<file path="config.mk">
export PLATFORM = sky130hd
export DESIGN_NAME = serial_addsub
export DESIGN_NICKNAME = d
export VERILOG_FILES = /design/src/rtl/serial_addsub.sv
export SDC_FILE = /design/constraint.sdc
export NUM_CORES = 1
export LEC_CHECK = 0
export CORE_MARGIN = 1
export CORE_UTILIZATION = 58
export CTS_BUF_LIST = sky130_fd_sc_hd__clkbuf_8
export CTS_CLUSTER_SIZE = 8
export DETAILED_ROUTE_END_ITERATION = 16
export DONT_BUFFER_PORTS = 1
export GPL_TIMING_DRIVEN = 0
export PLACE_DENSITY_LB_ADDON = 0.1
export SLEW_MARGIN = 20
export SYNTH_ARGS = -nofsm -noshare
export SYNTH_HDL_FRONTEND = slang
export SYNTH_SLANG_ARGS = --single-unit
</file>
<file path="constraint.sdc">
create_clock -name clk -period 1.45 [get_ports clk]
set_input_delay 0.2175 -clock clk [delete_from_list [all_inputs] [get_ports clk]]
set_output_delay 0.2175 -clock clk [all_outputs]
set_load 0.1 [all_outputs]
</file>
<file path="src/rtl/serial_addsub.sv">
// Bit-serial adder/subtractor: one full-adder slice plus a carry register,
// processing WIDTH-bit operands LSB first, one bit per clock.
module serial_addsub #(
  parameter int WIDTH = 8
) (
  input  logic             clk,
  input  logic             rst_n,
  input  logic             start,
  input  logic             sub,
  input  logic [WIDTH-1:0] a,
  input  logic [WIDTH-1:0] b,
  input  logic             cin,
  output logic             busy,
  output logic             done,
  output logic [WIDTH-1:0] sum,
  output logic             cout,
  output logic             ovf
);

  localparam int CNT_W = $clog2(WIDTH) + 1;
  localparam logic [CNT_W-1:0] CNT_LAST = CNT_W'(WIDTH - 1);
  localparam logic [CNT_W-1:0] CNT_PRE  = CNT_W'(WIDTH - 2);

  typedef enum logic [1:0] {
    S_IDLE,
    S_RUN,
    S_DONE
  } state_t;

  state_t r_state;
  state_t w_next;

  logic             w_load;
  logic             w_step;
  logic             w_last;

  logic [WIDTH-1:0] r_a;
  logic [WIDTH-1:0] r_b;
  logic             r_carry;
  logic             r_cmsb;
  logic [CNT_W-1:0] r_cnt;
  logic [WIDTH-2:0] r_res;

  logic             w_s;
  logic             w_cnew;
  logic [WIDTH-1:0] w_res_nxt;

  // Full-adder slice on the current LSBs, and the result register's next value.
  always_comb begin
    w_s       = r_a[0] ^ r_b[0] ^ r_carry;
    w_cnew    = (r_a[0] & r_b[0]) | (r_a[0] & r_carry) | (r_b[0] & r_carry);
    w_res_nxt = {w_s, r_res};
  end

  // State register.
  always_ff @(posedge clk or negedge rst_n) begin
    if (!rst_n) begin
      r_state <= S_IDLE;
    end else begin
      r_state <= w_next;
    end
  end

  // Next-state logic and datapath control strobes.
  always_comb begin
    w_next = r_state;
    w_load = 1'b0;
    w_step = 1'b0;
    w_last = 1'b0;
    case (r_state)
      S_IDLE: begin
        if (start) begin
          w_load = 1'b1;
          w_next = S_RUN;
        end
      end
      S_RUN: begin
        w_step = 1'b1;
        if (r_cnt == CNT_LAST) begin
          w_last = 1'b1;
          w_next = S_DONE;
        end
      end
      S_DONE: begin
        if (start) begin
          w_load = 1'b1;
          w_next = S_RUN;
        end else begin
          w_next = S_IDLE;
        end
      end
      default: begin
        w_next = S_IDLE;
      end
    endcase
  end

  // Operand shifters, carry, bit counter and partial result.
  // The counter holds at WIDTH-1 on the final edge instead of wrapping past it;
  // it is cleared on every load, so nothing observes the difference.
  always_ff @(posedge clk or negedge rst_n) begin
    if (!rst_n) begin
      r_a     <= '0;
      r_b     <= '0;
      r_carry <= 1'b0;
      r_cmsb  <= 1'b0;
      r_cnt   <= '0;
      r_res   <= '0;
    end else if (w_load) begin
      r_a     <= a;
      r_b     <= sub ? ~b : b;
      r_carry <= sub ? 1'b1 : cin;
      r_cnt   <= '0;
    end else if (w_step) begin
      r_a     <= r_a >> 1;
      r_b     <= r_b >> 1;
      r_carry <= w_cnew;
      r_res   <= w_res_nxt[WIDTH-1:1];
      if (!w_last) begin
        r_cnt <= r_cnt + 1'b1;
      end
      if (r_cnt == CNT_PRE) begin
        r_cmsb <= w_cnew;
      end
    end
  end

  // Registered outputs; results change only on the completion edge.
  always_ff @(posedge clk or negedge rst_n) begin
    if (!rst_n) begin
      busy <= 1'b0;
      done <= 1'b0;
      sum  <= '0;
      cout <= 1'b0;
      ovf  <= 1'b0;
    end else begin
      busy <= (w_next == S_RUN);
      done <= w_last;
      if (w_last) begin
        sum  <= w_res_nxt;
        cout <= w_cnew;
        ovf  <= r_cmsb ^ w_cnew;
      end
    end
  end

endmodule
</file>
==> reports/results.tsv <==
stage	metric	value	unit
status	status	finished, final reports clean	
placed_design	DP Worst Slack	-45.40	ps
layout	layout cell share with drive strength beyond 1	27.84	%
cts	clk_lat worst skew	300	ps
timing	clk_skew	6.177	ps
setup_path	CP arrival	1620	ps
synth	Post-synth top flop	dfrtp_1	
setup_path	worst path cell trace	nor2b_4, buf_6, and3_4, clkbuf_16, mux2_4	
timing	Max Fclk	0.6975	GHz
cts	CTS tree	done	
synth	Syn Inst Count	161	
setup_path	Worst Reg-to-Reg Cells	5	
synth	post-synth top area share	56.54	%
drt	DRT antenna net count	0	
cts	Max Buffers Root-to-Sink	2	
layout	Post-Layout Cell Count	220	
placed_design	placed cells	205	
setup_path	Worst path slowest cell	dfrtp_1	
drt	Via Count	1238	
synth	count leader, synth	dfrtp_1	
timing	unrepaired setup endpoints after global routing	yes	
global_routing	largest net degree at the start of global routing	44	
placed_design	Port Buffers	0	
setup_path	crit-path max FO	7	
min_path	HP Class	in2reg	
floorplan	CORE AREA	3078	um2
synth	commonest cells in the netlist	dfrtp_1 (43), nand2_1 (32), mux2_4 (9), nand3_1 (9), nor2_1 (9)	
cts	clk sink count	43	
cts	Worst-path clk slew	80	ps
timing	Rel. slew slack	42.55	%
floorplan	starting density of the core	61.83	%
synth	synthesis-stage register bit count	43	
floorplan	I/O pins	33	
drt	WL final	3447	um
floorplan	Core Rows	20	
global_routing	initial antenna violation count	0	
timing	final setup fails	0	
synth	synth top area cells	dfrtp_1 (57%), mux2_4 (7.1%), nand2_1 (6.3%), a221o_1 (4.2%), xnor2_1 (3.2%)	
floorplan	die height	59.28	um
timing	Tcrit/Tclk final	98.87	%
global_routing	GRT overflow	0	
placed_design	GP Congestion	0.7037	
timing	final worst slack	16.37	ps
synth	register area share after synthesis	56.54	%
setup_path	critical path type	reg2reg	
synth	average size of a mapped cell	11.82	um2
synth	post-synth top area cell	dfrtp_1	
drt	1st-iter DRT viols	77	
setup_path	Required @ worst endpoint	1640	ps
layout	Final #Nets	199	
synth	Synth Cell Area	1903	um2
global_routing	vias in the first global route	1230	
timing	Least-Margin Pin Slew	862.4	ps
power_and_ir_drop	PwrDens	2685	nW/um2
cts	H-tree depth	2	
setup_path	Max stage delay on crit path	410	ps
layout	Layout area overhead	15.71	%
synth	Netlist cell types	30	
drt	iteration count of the initial detailed-routing pass	4	
drt	average wire per standard cell	15.67	um
layout	final core area utilization	71.54	%
synth	syn_nets	185	
floorplan	Die W	59.28	um
timing	Final Hold Viols	0	
min_path	hold path cells	2	
power_and_ir_drop	Leak	1.040	nW
cts	Root Buffer	clkbuf_8	
layout	Filler Cell Count	238	
timing	Final Max Tran Viols	0	
cts	CTS Buf Count	5	
synth	Post-synth EDFFs	0	
placed_design	dpl hpwl	2262	um
setup_path	Worst setup SP type	flop	
timing	shortest period the worst path allows	1434	ps
setup_path	CP endpoint kind	flop	
power_and_ir_drop	maximum vdd drop	0.001301	V
drt	vias per inst	5.627	
job	max-cap viol count	0	
floorplan	DIE AREA	3514	um2
layout	ANT cells	0	
global_routing	Total GRT Usage	21.26	%
synth	yosys warns	0	
global_routing	first-pass GRT wire length	5347	um
synth	Async S/R FF share, synth	100.0	%
drt	DRC violations left	0	
[layout by cell type, fill, tap and decap left out, types with 2 or more instances in the layout]
master,n
nand2_1,32
dfrtp_1,32
dfrtp_2,11
nor2_1,9
nand3_1,9
mux2_4,9
a221o_1,8
xnor2_1,7
a22oi_1,7
buf_2,5
clkbuf_8,5
buf_4,4
nor2b_4,2
buf_6,2
buf_12,2
nand2b_1,2
a22o_1,2
xor2_1,2
mux2_1,2
a21oi_1,2
mux2i_1,2
[registers in the layout, indices dropped and copies added (netlist names)]
register and flops:
r_cnt 4, ovf 1, r_b 8, r_a 8, cout 1, r_state 2, done 1, sum 8
r_carry 1, busy 1, r_res 7, r_cmsb 1
[critical path, delay by kind of cell, from the launching register on]
family / cells / cell delay, ps
flops: 1 / 410
mux: 1 / 290
simple gates: 2 / 350
buf+inv: 2 / 280
[final cells by class]
type | instances | area (um2) | area share (%)
Sequential cell | 43 | 1090 | 49.49
Multi-Input combinational cell | 107 | 779.5 | 35.40
Timing Repair Buffer | 7 | 85.08 | 3.864
Buffer | 10 | 76.32 | 3.466
Clock buffer | 5 | 68.82 | 3.125
Tap cell | 44 | 55.05 | 2.500
Clock inverter | 3 | 43.79 | 1.989
Inverter | 1 | 3.754 | 0.1705
[power by group]
group          internal [W]  switching (W)  total (W)
clock network      0.000513       0.000416   0.000928
logic              0.000971       0.000882    0.00185
registers           0.00174        0.00140    0.00313
[per-stage QoR]
| stage | hold slack, ps | instance area, um2 | power [W] | TNS, ps |
|---|---|---|---|---|
| floorplan | -78.09 | 1903 | 0.004395 | 0 |
| global placement | -77.27 | 1958 | 0.004668 | -119.5 |
| detailed placement | -77.26 | 1958 | 0.004756 | -375.9 |
| CTS | 39.92 | 2137 | 0.005807 | 0 |
| global route | 44.56 | 2202 | 0.006239 | -36.87 |
| finish | 41.36 | 2202 | 0.005913 | 0 |
[repair_timing]
item	in CTS	in global routing
setup buffers	1	3
setup endpoints to repair	19	20
cloned	0	1
pin swaps	0	1
hold endpoints to repair	43	0
hold buffers	2	0
gates resized for setup	15	5
[kinds of logic (layout without fill, tap and decap cells)]
family / count (synthesis) / in the layout / synth area share (%)
AO/OA/AOI/OAI: 21 / 21 / 9.073
XOR/XNOR: 9 / 9 / 4.142
adder cells (fa/ha/maj): 3 / 3 / 2.367
buffers and inverters: 11 / 26 / 3.681
flip-flops: 43 / 43 / 56.54
multiplexers: 13 / 13 / 9.336
AND/OR/NAND/NOR: 61 / 61 / 14.86
[layer usage]
metal | GRT usage [%] | up-vias | wire [um]
li1 | - | 580 | -
met1 | 24.24 | 625 | 1476
met2 | 36.28 | 27 | 1761
met5 | 0 | - | 0
met3 | 6.769 | 6 | 151
met4 | 9.524 | 0 | 57
[worst paths after layout]
path / slack [ps] / end / from
setup reg to reg: 20 / sum[1] / r_state[1]
min in group asynchronous: 370 / sum[7] / rst_n
hold / removal: 40 / r_a[5] / a[5]
hold reg to reg: 480 / r_res[0] / r_res[0]
max in group asynchronous: 860 / busy / rst_n
setup / recovery: 20 / sum[1] / r_state[1]
(Power assumes the default switching activity.)
